File: config.mk
export PLATFORM = sky130hd
export DESIGN_NAME = bt_uart_rx
export DESIGN_NICKNAME = d
export VERILOG_FILES = /design/src/rtl/bt_uart_pkg.sv /design/src/rtl/bt_rx_fifo.sv /design/src/rtl/bt_uart_rx.sv
export SDC_FILE = /design/constraint.sdc
export NUM_CORES = 1
export LEC_CHECK = 0
export BUFFER_PORTS_ARGS = -buffer_cell sky130_fd_sc_hd__buf_2
export CAP_MARGIN = 20
export CORE_ASPECT_RATIO = 1.4
export CORE_MARGIN = 2
export CORE_UTILIZATION = 30
export DETAILED_ROUTE_END_ITERATION = 10
export PLACE_DENSITY = 0.42
export SLEW_MARGIN = 20
export SYNTH_ARGS = -nofsm -noshare
export SYNTH_HDL_FRONTEND = slang
export SYNTH_SLANG_ARGS = --single-unit
File: constraint.sdc
create_clock -name clock -period 3.2 [get_ports clock]
set_input_delay 0.64 -clock clock [delete_from_list [all_inputs] [get_ports clock]]
set_output_delay 0.64 -clock clock [all_outputs]
set_load 0.01 [all_outputs]
File: src/rtl/bt_uart_pkg.sv
// Shared types for the Bluetooth UART receiver.
// FSM state enum, data-bit count and bit-index width.
package bt_uart_pkg;

  localparam int DATA_BITS = 8;
  localparam int IDX_W     = $clog2(DATA_BITS);

  typedef enum logic [2:0] {
    IDLE,
    START,
    DATA,
    PARITY,
    STOP
  } state_e;

endpackage

File: src/rtl/bt_rx_fifo.sv
// Synchronous receive FIFO: push/pop, count, valid, overrun pulse.
// Ports: clk_i, rst_i (async high), push_i, data_i, pop_i, data_o, valid_o, count_o, overrun_o.
module bt_rx_fifo #(
  parameter int DEPTH = 8,
  parameter int WIDTH = 8
) (
  input  logic                       clk_i,
  input  logic                       rst_i,
  input  logic                       push_i,
  input  logic [WIDTH-1:0]           data_i,
  input  logic                       pop_i,
  output logic [WIDTH-1:0]           data_o,
  output logic                       valid_o,
  output logic [$clog2(DEPTH):0]     count_o,
  output logic                       overrun_o
);

  localparam int AW = $clog2(DEPTH);
  localparam int CW = AW + 1;

  logic [WIDTH-1:0] mem_q [DEPTH];
  logic [AW-1:0]    wr_q, rd_q;
  logic [CW-1:0]    cnt_q;
  logic             ovr_q;
  logic             empty, full;
  logic             do_push, do_pop;

  assign empty = (cnt_q == '0);
  assign full  = (cnt_q == CW'(DEPTH));

  // A pop frees the slot in the same edge, so a full FIFO still accepts.
  assign do_pop  = pop_i & ~empty;
  assign do_push = push_i & (~full | pop_i);

  always_ff @(posedge clk_i or posedge rst_i) begin
    if (rst_i) begin
      wr_q  <= '0;
      rd_q  <= '0;
      cnt_q <= '0;
      ovr_q <= 1'b0;
    end else begin
      if (do_push) wr_q <= wr_q + AW'(1);
      if (do_pop)  rd_q <= rd_q + AW'(1);
      cnt_q <= cnt_q + CW'(do_push) - CW'(do_pop);
      ovr_q <= push_i & full & ~pop_i;
    end
  end

  always_ff @(posedge clk_i) begin
    if (do_push) mem_q[wr_q] <= data_i;
  end

  assign data_o    = empty ? '0 : mem_q[rd_q];
  assign valid_o   = ~empty;
  assign count_o   = cnt_q;
  assign overrun_o = ovr_q;

endmodule

File: src/rtl/bt_uart_rx.sv
// Bluetooth UART receiver: 8N1 (8E1 with BT_UART_PARITY_EN), FIFO, RTS flow control.
// Ports: clock, reset, rx_in, rts_n, rd_en, rd_data, rd_valid, fifo_count, *_err pulses.
module bt_uart_rx
  import bt_uart_pkg::*;
#(
  parameter int CLKS_PER_BIT = 434,
  parameter int FIFO_DEPTH   = 8,
  parameter int RTS_THRESH   = 6
) (
  input  logic                          clock,
  input  logic                          reset,
  input  logic                          rx_in,
  output logic                          rts_n,
  input  logic                          rd_en,
  output logic [7:0]                    rd_data,
  output logic                          rd_valid,
  output logic [$clog2(FIFO_DEPTH):0]   fifo_count,
  output logic                          frame_err,
  output logic                          overrun_err,
  output logic                          parity_err
);

  localparam int CW = $clog2(CLKS_PER_BIT);
  localparam int NW = $clog2(FIFO_DEPTH) + 1;

  logic                 rx_s1_q, rx_s2_q, rx_prev_q;
  logic                 rx, fall, tick;
  state_e               state_q, state_d;
  logic [CW-1:0]        cnt_q, cnt_d;
  logic [IDX_W-1:0]     idx_q, idx_d;
  logic [DATA_BITS-1:0] sh_q, sh_d;
  logic                 push, ferr_d, ferr_q, rts_q;

  assign rx   = rx_s2_q;
  assign fall = rx_prev_q & ~rx_s2_q;
  assign tick = (cnt_q == '0);

  always_ff @(posedge clock or posedge reset) begin
    if (reset) begin
      rx_s1_q   <= 1'b1;
      rx_s2_q   <= 1'b1;
      rx_prev_q <= 1'b1;
    end else begin
      rx_s1_q   <= rx_in;
      rx_s2_q   <= rx_s1_q;
      rx_prev_q <= rx_s2_q;
    end
  end

  always_ff @(posedge clock or posedge reset) begin
    if (reset) state_q <= IDLE;
    else       state_q <= state_d;
  end

  always_comb begin
    state_d = state_q;
    unique case (state_q)
      IDLE:   if (fall) state_d = START;
      START:  if (tick) state_d = rx ? IDLE : DATA;
      DATA:
        if (tick && idx_q == IDX_W'(DATA_BITS - 1))
`ifdef BT_UART_PARITY_EN
          state_d = PARITY;
`else
          state_d = STOP;
`endif
      PARITY: if (tick) state_d = STOP;
      STOP:   if (tick) state_d = IDLE;
      default: state_d = IDLE;
    endcase
  end

`ifdef BT_UART_PARITY_EN
  logic par_q, par_d, par_bad, perr_d, perr_q;
  // Even parity: data plus parity bit must XOR to zero.
  assign par_bad = ^{sh_q, par_q};
`endif

  // Bit timer, index and shift register.
  always_comb begin
    cnt_d = cnt_q;
    idx_d = idx_q;
    sh_d  = sh_q;
`ifdef BT_UART_PARITY_EN
    par_d = par_q;
`endif
    if (state_q == IDLE) begin
      // Half a bit, so later samples land mid-bit.
      if (fall) cnt_d = CW'(CLKS_PER_BIT / 2 - 1);
    end else if (tick) begin
      cnt_d = CW'(CLKS_PER_BIT - 1);
      if (state_q == START) idx_d = '0;
      if (state_q == DATA) begin
        sh_d  = {rx, sh_q[DATA_BITS-1:1]};
        idx_d = idx_q + IDX_W'(1);
      end
`ifdef BT_UART_PARITY_EN
      if (state_q == PARITY) par_d = rx;
`endif
    end else begin
      cnt_d = cnt_q - CW'(1);
    end
  end

  // Stop-bit decision: push or report.
  always_comb begin
    push   = 1'b0;
    ferr_d = 1'b0;
`ifdef BT_UART_PARITY_EN
    perr_d = 1'b0;
`endif
    if (state_q == STOP && tick) begin
      if (!rx) ferr_d = 1'b1;
`ifdef BT_UART_PARITY_EN
      else if (par_bad) perr_d = 1'b1;
`endif
      else push = 1'b1;
    end
  end

  always_ff @(posedge clock or posedge reset) begin
    if (reset) begin
      cnt_q  <= '0;
      idx_q  <= '0;
      sh_q   <= '0;
      ferr_q <= 1'b0;
      rts_q  <= 1'b1;
`ifdef BT_UART_PARITY_EN
      par_q  <= 1'b0;
      perr_q <= 1'b0;
`endif
    end else begin
      cnt_q  <= cnt_d;
      idx_q  <= idx_d;
      sh_q   <= sh_d;
      ferr_q <= ferr_d;
      rts_q  <= (fifo_count >= NW'(RTS_THRESH));
`ifdef BT_UART_PARITY_EN
      par_q  <= par_d;
      perr_q <= perr_d;
`endif
    end
  end

  bt_rx_fifo #(
    .DEPTH (FIFO_DEPTH),
    .WIDTH (DATA_BITS)
  ) u_fifo (
    .clk_i     (clock),
    .rst_i     (reset),
    .push_i    (push),
    .data_i    (sh_q),
    .pop_i     (rd_en),
    .data_o    (rd_data),
    .valid_o   (rd_valid),
    .count_o   (fifo_count),
    .overrun_o (overrun_err)
  );

  assign rts_n     = rts_q;
  assign frame_err = ferr_q;
`ifdef BT_UART_PARITY_EN
  assign parity_err = perr_q;
`else
  assign parity_err = 1'b0;
`endif

endmodule

# --- Yosys cells after proc, flatten, opt, wreduce, memory -nomap -nowiden ---
# Memory sizes are Yosys's and may differ from the RTL's.
# Cells that the tools add are included.
word_totals:
  ramBits: 64
  in_bits: 4
  memories: 1
  word_cells: 71
  register_bits: 39
  output_inout_bits: 17
mem_list:
  columns: ["memory", "depth", "width", "rd", "rd_ports_with_merged_regs", "write_ports", "line", "source"]
  rows:
  - ["u_fifo.mem_q", 8, 8, 1, 0, 1, "bt_rx_fifo.sv:21", "logic [WIDTH-1:0] mem_q [DEPTH];"]
op_classes:
  bitwise: 11
  n_reduce_logical: 9
  eq_ne: 11
  muxes: 19
  add_sub_neg: 6
  order_cmp: 1
ops:
  columns: ["op", "count"]
  rows:
  - ["2-to-1 mux 9 bit", 3]
  - ["2-to-1 mux 3 bit", 7]
  - ["case mux 3 bit (5 select lines)", 1]
  - ["!= test 2 bit (second input constant)", 5]
  - ["adder 3 x 1 -> 3 bit (second input constant)", 3]
  - ["zero test 9 bit", 1]
  - ["subtractor 9 x 1 -> 9 bit (second input constant)", 1]
  - ["2-to-1 mux 8 bit", 1]
  - ["equality test 3 x 2 -> 1 bit (second input constant)", 2]
  - ["equality test 3 bit (second input constant)", 2]
  - ["2-to-1 mux 1 bit", 6]
  - ["AND reduction 3 bit", 2]
  - ["bitwise AND 1 bit", 5]
  - ["inverter 1 bit", 5]
  - ["AND reduction 5 bit", 1]
  - ["adder 4 x 1 -> 4 bit", 1]
  - ["equality test 4 bit (second input constant)", 1]
  - ["greater-or-equal comparator 4 x 3 -> 1 bit (second input constant)", 1]
  - ["zero test 4 bit", 1]
  - ["subtractor 4 x 1 -> 4 bit", 1]
  - ["equality test 3 x 1 -> 1 bit (second input constant)", 1]
  - ["zero test 3 bit", 1]
  - ["logical AND 1 bit", 2]
  - ["2-to-1 mux 2 bit", 1]
  - ["other kinds (2)", 2]

# --- Longest topological paths before layout ---
# Gate-level depths: netlist of the first run.
depth:
  depth_word: 6
  ltp_mapped: 13
  depth_no_buf: 12

# --- By module ---
# Synthesis of the first run repeated with hierarchy kept, for this count alone.
unflattened:
  hier_cells: 310
  hier_area_um2: 4453.0
by_module_without_submodules:
  columns: ["module", "instances", "area_per_inst_um2", "cells_each", "seq_area_each_um2"]
  rows:
  - ["bt_rx_fifo", 1, 3115.5, 191, 2197.1]
  - ["bt_uart_rx", 1, 1337.5, 119, 705.7]

# --- Least setup slack after synthesis of the first run ---
# No wires, ideal clock.
synth_path:
  path_type: "flip-flop to flip-flop"
  start: "register cnt_q[0]"
  end: "memory u_fifo.mem_q[3][0] (enable)"
  arrival_time_ns: 2.866
  path_buffers: 3
  stages_incl_launch_ff: 10
  setup_slack_ns: -0.049
  setup_time_ns: 0.383
  synth_period_minus_slack_ns: 3.249
  t_required_ns: 2.817
  cell_sequence: "dfrtp_1 inv_1 ha_1 or3b_1 buf_2 or3_1 buf_2 or4_4 buf_6 nor3_1"
synth_via:
  elab_chain_cells: 6
synth_lines:
  columns: ["item", "line", "source"]
  rows:
  - ["start, declared", "bt_uart_rx.sv:29", "logic [CW-1:0] cnt_q, cnt_d;"]
  - ["start signal, assigned", "bt_uart_rx.sv:133", "cnt_q <= cnt_d;"]
  - ["zero test 9 bit", "bt_uart_rx.sv:36", "assign tick = (cnt_q == '0);"]
  - ["logical AND 1 bit", "bt_uart_rx.sv:112", "if (state_q == STOP && tick) begin"]
  - ["2-to-1 mux 1 bit", "bt_uart_rx.sv:112", null]
  - ["bitwise AND 1 bit", "bt_rx_fifo.sv:33", "assign do_push = push_i & (~full | pop_i);"]
  - ["2-to-1 mux 1 bit", "bt_rx_fifo.sv:50", "if (do_push) mem_q[wr_q] <= data_i;"]
  - ["2-to-1 mux 1 bit (implied by the code)", "bt_rx_fifo.sv:50", null]
  - ["end, declared", "bt_rx_fifo.sv:21", null]
# No other way between the ends.

# --- Worst setup path in the final report of the first run ---
layout_path:
  start: "register cnt_q[0]"
  end: "register u_fifo.cnt_q[2], in the netlist u_fifo.count_o[2]"
layout_via:
  elab_chain_cells: 6
layout_lines:
  columns: ["item", "line", "source"]
  rows:
  - ["zero test 9 bit", "bt_uart_rx.sv:36", null]
  - ["logical AND 1 bit", "bt_uart_rx.sv:112", null]
  - ["2-to-1 mux 1 bit", "bt_uart_rx.sv:112", null]
  - ["bitwise AND 1 bit", "bt_rx_fifo.sv:33", null]
  - ["via u_fifo.do_push", "bt_rx_fifo.sv:26", "logic do_push, do_pop;"]
  - ["adder 4 x 1 -> 4 bit", "bt_rx_fifo.sv:44", "cnt_q <= cnt_q + CW'(do_push) - CW'(do_pop);"]
  - ["subtractor 4 x 1 -> 4 bit", "bt_rx_fifo.sv:44", null]
  - ["end signal, assigned", "bt_rx_fifo.sv:44", null]
  - ["end, declared", "bt_rx_fifo.sv:23", "logic [CW-1:0] cnt_q;"]
# The timed path passes the listed nets, and every way through them passes these cells.
# A chain may end at the register's enable or synchronous reset.

==> results of run 1 <==
## registers in the layout, indices dropped and copies added (netlist names)
register          count
rx                    1
frame_err             1
rx_s1_q               1
u_fifo.overrun_o      1
u_fifo.rd_q           3
u_fifo.count_o        4
u_fifo.wr_q           3
sh_q                  8
u_fifo.mem_q         64
cnt_q                 9
rts_n                 1
state_q               3
rx_prev_q             1
idx_q                 3
## layer usage
layer  wire length (um)  share of wire  global-route usage
met5                  0              0                   0
met4                129          0.015             0.04675
met3                138          0.016             0.02160
met2               4539           0.54              0.2076
met1               3638           0.43              0.1389
## path summary, 6_finish.rpt
kind,startpoint,end,slack (ns),cells past startpoint
min,reset,cnt_q[3]$_DFFE_PP0P_,0.29,2
min in group clock,rx_s1_q$_DFF_PP1_,rx$_DFF_PP1_,0.36,0
max reg2reg,cnt_q[0]$_DFFE_PP0P_,u_fifo.count_o[2]$_DFF_PP0_,0.22,10
max in group asynchronous,reset,rts_n$_DFF_PP1_,2.19,3
min reg2reg,rx_s1_q$_DFF_PP1_,rx$_DFF_PP1_,0.36,0
max,cnt_q[0]$_DFFE_PP0P_,u_fifo.count_o[2]$_DFF_PP0_,0.22,10
## synth_stat cells (2+ instances only)
| cell | instances |
|---|---|
| inv_1 | 19 |
| edfxtp_1 | 64 |
| o2bb2ai_1 | 2 |
| a31oi_1 | 2 |
| nor3_1 | 9 |
| nand2b_1 | 2 |
| nand3_1 | 4 |
| buf_1 | 3 |
| ha_1 | 12 |
| o21ai_0 | 11 |
| xnor2_1 | 5 |
| nor4_1 | 3 |
| nand2_1 | 12 |
| mux4_2 | 16 |
| and4_1 | 2 |
| buf_2 | 3 |
| dfstp_2 | 4 |
| or3_1 | 6 |
| nor4_2 | 4 |
| nor2_1 | 17 |
| nor2b_1 | 3 |
| mux2_1 | 8 |
| a21oi_1 | 7 |
| clkbuf_1 | 7 |
| mux2i_1 | 9 |
| dfrtp_1 | 35 |
| a22oi_1 | 2 |
| or2_2 | 2 |
## logic make-up after synthesis
kind of cell,Yosys count,share of synthesized area
AOI/OAI and AO/OA,32,0.04465
adders and majority gates,13,0.03843
DFF,103,0.6556
and+or+nand+nor,71,0.09071
xor gates and xnor gates,6,0.01187
buffers and inverters,35,0.03334
other,1,0.0008469
muxes,34,0.1246
## cells in the final DEF (no fill, tap or decap), types with 2 or more instances in the layout
master,instances
nor2b_1,3
nor3_1,9
or2_2,2
edfxtp_1,64
or3_1,6
buf_2,19
xnor2_1,5
dfrtp_1,35
a22oi_1,2
nor4_2,4
o2bb2ai_1,2
nand2_1,12
clkbuf_16,9
ha_1,12
mux2i_1,9
dfstp_2,4
nand2b_1,2
buf_4,15
nor2_1,17
clkinv_4,2
mux4_2,16
inv_1,18
nor4_1,3
a21oi_1,7
clkinvlp_4,2
a31oi_1,2
o21ai_0,11
nand3_1,4
mux2_1,8
and4_1,2
## where the power goes
group          internal (uW)  switching, uW  leakage (uW)
Sequential              1530            158       0.00114
Combinational            462            474      0.000743
Clock                    539            492      0.000131
Total                   2530           1120       0.00201
## layout make-up
class | count | area [um^2] | share of cell area
clock buffer | 10 | 229.0 | 0.04505
clock inverter | 6 | 52.55 | 0.01034
inverter | 20 | 76.32 | 0.01502
multi-input combinational | 157 | 1378 | 0.2710
sequential | 103 | 2903 | 0.5711
tap | 189 | 236.5 | 0.04653
timing repair buffer | 34 | 207.7 | 0.04087
## worst register-to-register path: cells and delay by family (launching register included)
| kind | cells | cell delay, ns |
|---|---|---|
| xor gates and xnor gates | 1 | 0.13 |
| adders and majority gates | 3 | 0.71 |
| buffers and inverters | 3 | 0.24 |
| DFF | 1 | 0.42 |
| and+or+nand+nor | 3 | 1.37 |
## metrics by stage
stage,instances,instance area (um^2)
finish,519,5082
global route,519,5082
detailed placement,503,4801
CTS,519,5082
global placement,503,4801
floorplan,295,4428
==> flow_summary_export.csv, run 1 <==
group,metric,value,unit
status,status,"completed",
global_routing,grt_antenna_before_repair,0,
detailed_routing,routedWlPerCell,16.27,um
worst_setup_path,path_max_fanout,8,
timing,fmax,336.0,MHz
floorplanning,coreArea,14440,um^2
synth,ys.warnings.count,0,
synth,synth_area,4428,um^2
timing,fin_ws,0.2240,ns
flow_run,cap_violations,0,
timing,whs,0.2907,ns
floorplanning,io_pins,21,
cts,path_clk_slew,0.07,ns
synth,synth_nets,312,
detailed_routing,wl,8445,um
worst_setup_path,slowest_delay,0.61,ns
timing,min_period_over_period,0.9300,
worst_setup_path,worst-path-buf-inv,3,
min_path,min_path_type,"primary input to async pin",
detailed_routing,drc,0,
pwr,cellPowerDensity,719.6,nW/um^2
synth,synth_cell_types,50,
place,hpwl,5969,um
cts,post_cts_buffers,0,
cts,cts_root_buffer,"clkbuf_16",
timing,tightest_slew,0.8357,ns
synth,ys_top_cells_by_area,"edfxtp_1 (43%), dfrtp_1 (20%), mux4_2 (8.1%)",
timing,setup_viol,0,
global_routing,grt-ovfl-total,0,
detailed_routing,drtPass1Iterations,5,
cells_and_area,drive_above_1_share,0.2394,
timing,clock_skew,0.01021,ns
global_routing,grt_usage,0.1170,
worst_setup_path,worst-setup-path-type,"flip-flop to flip-flop",
worst_setup_path,critPathLaunchType,"flip-flop",
synth,avgSynthCellArea,15.01,um^2
worst_setup_path,worstPathArrival,3.21,ns
cts,postCtsHoldBufs,0,
cells_and_area,syn_to_final_growth,14.78,%
cells_and_area,n_fill_cell,1434,
timing,rsz0062_at_grt,"false",
cells_and_area,fin_util,0.3519,
place,place.gp.congestion,0.7336,
worst_setup_path,cp-end-kind,"flip-flop",
floorplanning,dieArea,15760,um^2
cts,cts.sinks,103,
cells_and_area,fin_nets,342,
detailed_routing,ant_nets,0,
global_routing,grt_max_degree,23,
synth,yosysTopAreaCell,"edfxtp_1",
floorplanning,die_x,106.7,um
timing,slew_viol_final,0,
synth,yosysTopAreaCellShare,0.4340,
detailed_routing,drt_iter0_markers,60,
cts,cts_max_path_buffers,2,
detailed_routing,vias_per_cell,4.694,
place,preCtsSetupSlack,0.2221,ns
place,portBuffers,19,
synth,yosysSeqAreaShare,0.6556,
floorplanning,row_count,52,
synth,synth_ff_type,"edfxtp_1",
global_routing,grt_pass1_vias,2601,
cts,tritoncts,"done",
synth,syn_inst,295,
detailed_routing,vias,2436,
worst_setup_path,cpMaxStageDelayCell,"or4_4",
cts,insertion_delay,0.34,ns
synth,synth-seq-cells,103,
synth,synthArstFlopShare,0.3786,
timing,timing_hold_violations_final,0,
worst_setup_path,crit_family,"simple AND/OR/NAND/NOR gates",
worst_setup_path,path_cells,"inv_1, ha_1, or3b_1, or3_1, or4_4, clkinv_2, ha_1, inv_1, fa_1, xnor2_1",
pwr,vdd_drop_max,286.8,uV
pwr,leakage,0.002012,uW
cells_and_area,antenna_cells,0,
floorplanning,chipHeight,147.8,um
timing,finalSetupTns,0,ns
floorplanning,start_util,0.3066,
pwr,total_power,3657,uW
cts,cts-buffers-inserted,9,
cts,cts_resized,0,
cts,htree_num_levels,3,
timing,post-route-min-period,2.976,ns
worst_setup_path,required,3.43,ns
global_routing,grt_pass1_wl,13990,um
timing,relSlewSlack,0.4377,
synth,synth_edf_count,64,
No activity file was read; power rests on OpenSTA's default activity.
==> inputs of run 2 (changes only) <==
- CORE_UTILIZATION: 30 -> 45
- PLACE_DENSITY: 0.42 -> 0.6
==> run 2 against run 1 <==
  * Fmax up 1.2%
  * Utilization up 18 points
  * Die area down 32%
  * Non-clock buffer count down 3
  * Critical path depth unchanged
  * Clock skew up 0.00072 ns
  * First-iteration DRC count rose to 2.6 times the previous value
  * Highest routed layer unchanged
==> flow_summary_export.csv, run 2 (same netlist as run 1, synthesis figures left out) <==
group,metric,value,unit
floorplanning,coreArea,9512,um^2
global_routing,grt_max_degree,40,
global_routing,grt_pass1_vias,2422,
detailed_routing,vias_per_cell,5.174,
global_routing,grt_pass1_wl,12540,um
floorplanning,die_x,87.84,um
cells_and_area,syn_to_final_growth,13.42,%
global_routing,grt-ovfl-total,0,
global_routing,met3_usage,0.03878,
cells_and_area,top_regs,"u_fifo.mem_q x64, cnt_q x9, sh_q x8",
worst_setup_path,critPathLaunchType,"flip-flop",
cells_and_area,final_cell_mix,"edfxtp_1 (64), dfrtp_1 (35), inv_1 (19), buf_2 (19), nor2_1 (17)",
floorplanning,row_count,42,
worst_setup_path,worst-setup-path-type,"flip-flop to flip-flop",
place,portBuffers,19,
global_routing,grt_antenna_before_repair,0,
worst_setup_path,worstPathArrival,3.18,ns
global_routing,grt_usage,0.1591,
cells_and_area,largest_register_ffs,64,
pwr,vdd_drop_max,390.6,uV
cts,cts_root_buffer,"clkbuf_16",
global_routing,met1_usage,0.1996,
worst_setup_path,crit_start,"cnt_q[0]$_DFFE_PP0P_",
timing,fmax,340.1,MHz
worst_setup_path,cpMaxStageDelayCell,"or4_4",
worst_setup_path,path_cells,"inv_1, ha_1, or3b_1, or3_1, or4_4, clkinv_2, ha_1, inv_1, fa_1, xnor2_1",
worst_setup_path,slowest_delay,0.60,ns
detailed_routing,ant_nets,0,
worst_setup_path,worst-path-stages,10,
min_path,hold_depth,0,
timing,timing_hold_violations_final,0,
detailed_routing,routedWlPerCell,16.61,um
timing,finalSetupTns,0,ns
pwr,p_sw_frac,0.2956,
worst_setup_path,r2r_start,"cnt_q[0]$_DFFE_PP0P_",
pwr,leakage,0.002026,uW
pwr,power_frac_seq,0.461,
pwr,p_clk_frac,0.303,
cells_and_area,antenna_cells,0,
worst_setup_path,required,3.44,ns
flow_run,cap_violations,0,
pwr,internal_power,2645,uW
pwr,cellPowerDensity,747.7,nW/um^2
pwr,p_comb_frac,0.236,
worst_setup_path,worst-path-buf-inv,3,
cells_and_area,fin_util,0.5280,
detailed_routing,drtPass1Iterations,4,
place,place.gp.congestion,0.7720,
cts,path_clk_slew,0.07,ns
detailed_routing,drc,0,
worst_setup_path,crit_family,"simple AND/OR/NAND/NOR gates",
detailed_routing,wl,7625,um
cts,cts-buffers-inserted,9,
cts,htree_num_levels,3,
floorplanning,io_pins,21,
timing,min_period_over_period,0.9188,
timing,clock_skew,0.01093,ns
timing,slew_viol_final,0,
timing,setup_viol,0,
floorplanning,dieArea,10660,um^2
min_path,holdCritStartpoint,"rx_s1_q$_DFF_PP1_",
worst_setup_path,cp-end-kind,"flip-flop",
cts,cts_max_path_buffers,2,
cts,post_cts_buffers,0,
timing,post-route-min-period,2.940,ns
worst_setup_path,r2r_cells,10,
cells_and_area,drive_above_1_share,0.2355,
status,status,"completed",
detailed_routing,drt_iter0_markers,155,
place,hpwl,5323,um
worst_setup_path,path_max_fanout,8,
detailed_routing,vias,2375,
floorplanning,chipHeight,121.4,um
timing,relSlewSlack,0.4026,
timing,rsz0062_at_grt,"false",
cells_and_area,top_register,"u_fifo.mem_q",
timing,tightest_slew,0.8893,ns
global_routing,use_met2,0.2628,
global_routing,grt-busiest-layer,"met2",
min_path,min_path_type,"flip-flop to flip-flop",
cts,postCtsHoldBufs,0,
cells_and_area,fin_nets,339,
cts,cts.sinks,103,
cts,insertion_delay,0.35,ns
cts,cts_resized,0,
cells_and_area,final_common_cell,"edfxtp_1",
floorplanning,start_util,0.4655,
cells_and_area,n_fill_cell,800,
pwr,switchingPower,1110,uW
cts,tritoncts,"done",
-- run 2: cell types whose count changed in the layout (fill, tap and decap cells not counted), sizes merged --
| cell | change |
|---|---|
| clkinv | -2 |
| bufinv | +1 |
| clkbuf | +1 |
| buf | -3 |
| inv | +2 |
| clkinvlp | -2 |
-- run 2: power groups by stage --
| stage | Combinational [uW] | Clock [uW] | Sequential, uW |
|---|---|---|---|
| after floorplan | 741 | 0 | 1660 |
| after global placement | 881 | 0 | 1760 |
| after detailed placement | 906 | 0 | 1760 |
| after CTS | 905 | 1170 | 1740 |
| after global routing | 1010 | 1220 | 1760 |
| final | 887 | 1140 | 1730 |
-- run 2: worst paths after layout --
check / to / slack, ns
worst min register to register: rx$_DFF_PP1_ / 0.37
worst max-delay path: u_fifo.count_o[2]$_DFF_PP0_ / 0.26
worst max register to register: u_fifo.count_o[2]$_DFF_PP0_ / 0.26
worst min-delay path: rx$_DFF_PP1_ / 0.37
max in group asynchronous: rx_prev_q$_DFF_PP1_ / 2.43
min in group asynchronous: u_fifo.count_o[3]$_DFF_PP0_ / 0.40
-- run 2: worst register-to-register path: stages, from the launching register on --
cell,delay (ns)
dfrtp_1,0.41
inv_1,0.07
ha_1,0.18
or3b_1,0.37
or3_1,0.37
or4_4,0.60
clkinv_2,0.10
ha_1,0.17
inv_1,0.06
fa_1,0.37
xnor2_1,0.13
-- run 2: metal layers --
layer / vias to the layer above / wire length [um]
li1: 1146 / -
met1: 1189 / 3348
met2: 33 / 3998
met3: 7 / 196
met4: 0 / 81
met5: - / 0
-- run 2: layout make-up --
type / count / area, um^2 / share of cell area
timing repair buffer: 31 / 185.2 / 0.03687
tap: 132 / 165.2 / 0.03288
clock inverter: 5 / 62.56 / 0.01246
clock buffer: 11 / 252.7 / 0.05032
multi-input combinational: 157 / 1378 / 0.2743
sequential: 103 / 2903 / 0.5780
inverter: 20 / 76.32 / 0.01520
-- run 2: per-stage QoR --
| stage | worst slack (ns) | hold WS, ns | std cells | cell area, um^2 | power (uW) |
|---|---|---|---|---|---|
| 6_report | 0.2599 | 0.3682 | 459 | 5022 | 3755 |
| 5_1_grt | 0.1328 | 0.3728 | 459 | 5022 | 3993 |
| 4_1_cts | 0.2550 | 0.3665 | 459 | 5022 | 3809 |
| 3_5_place_dp | 0.2510 | 0.3570 | 443 | 4707 | 2670 |
| 3_3_place_gp | 0.3046 | 0.3463 | 443 | 4707 | 2638 |
| 2_1_floorplan | -0.04892 | 0.3452 | 295 | 4428 | 2400 |
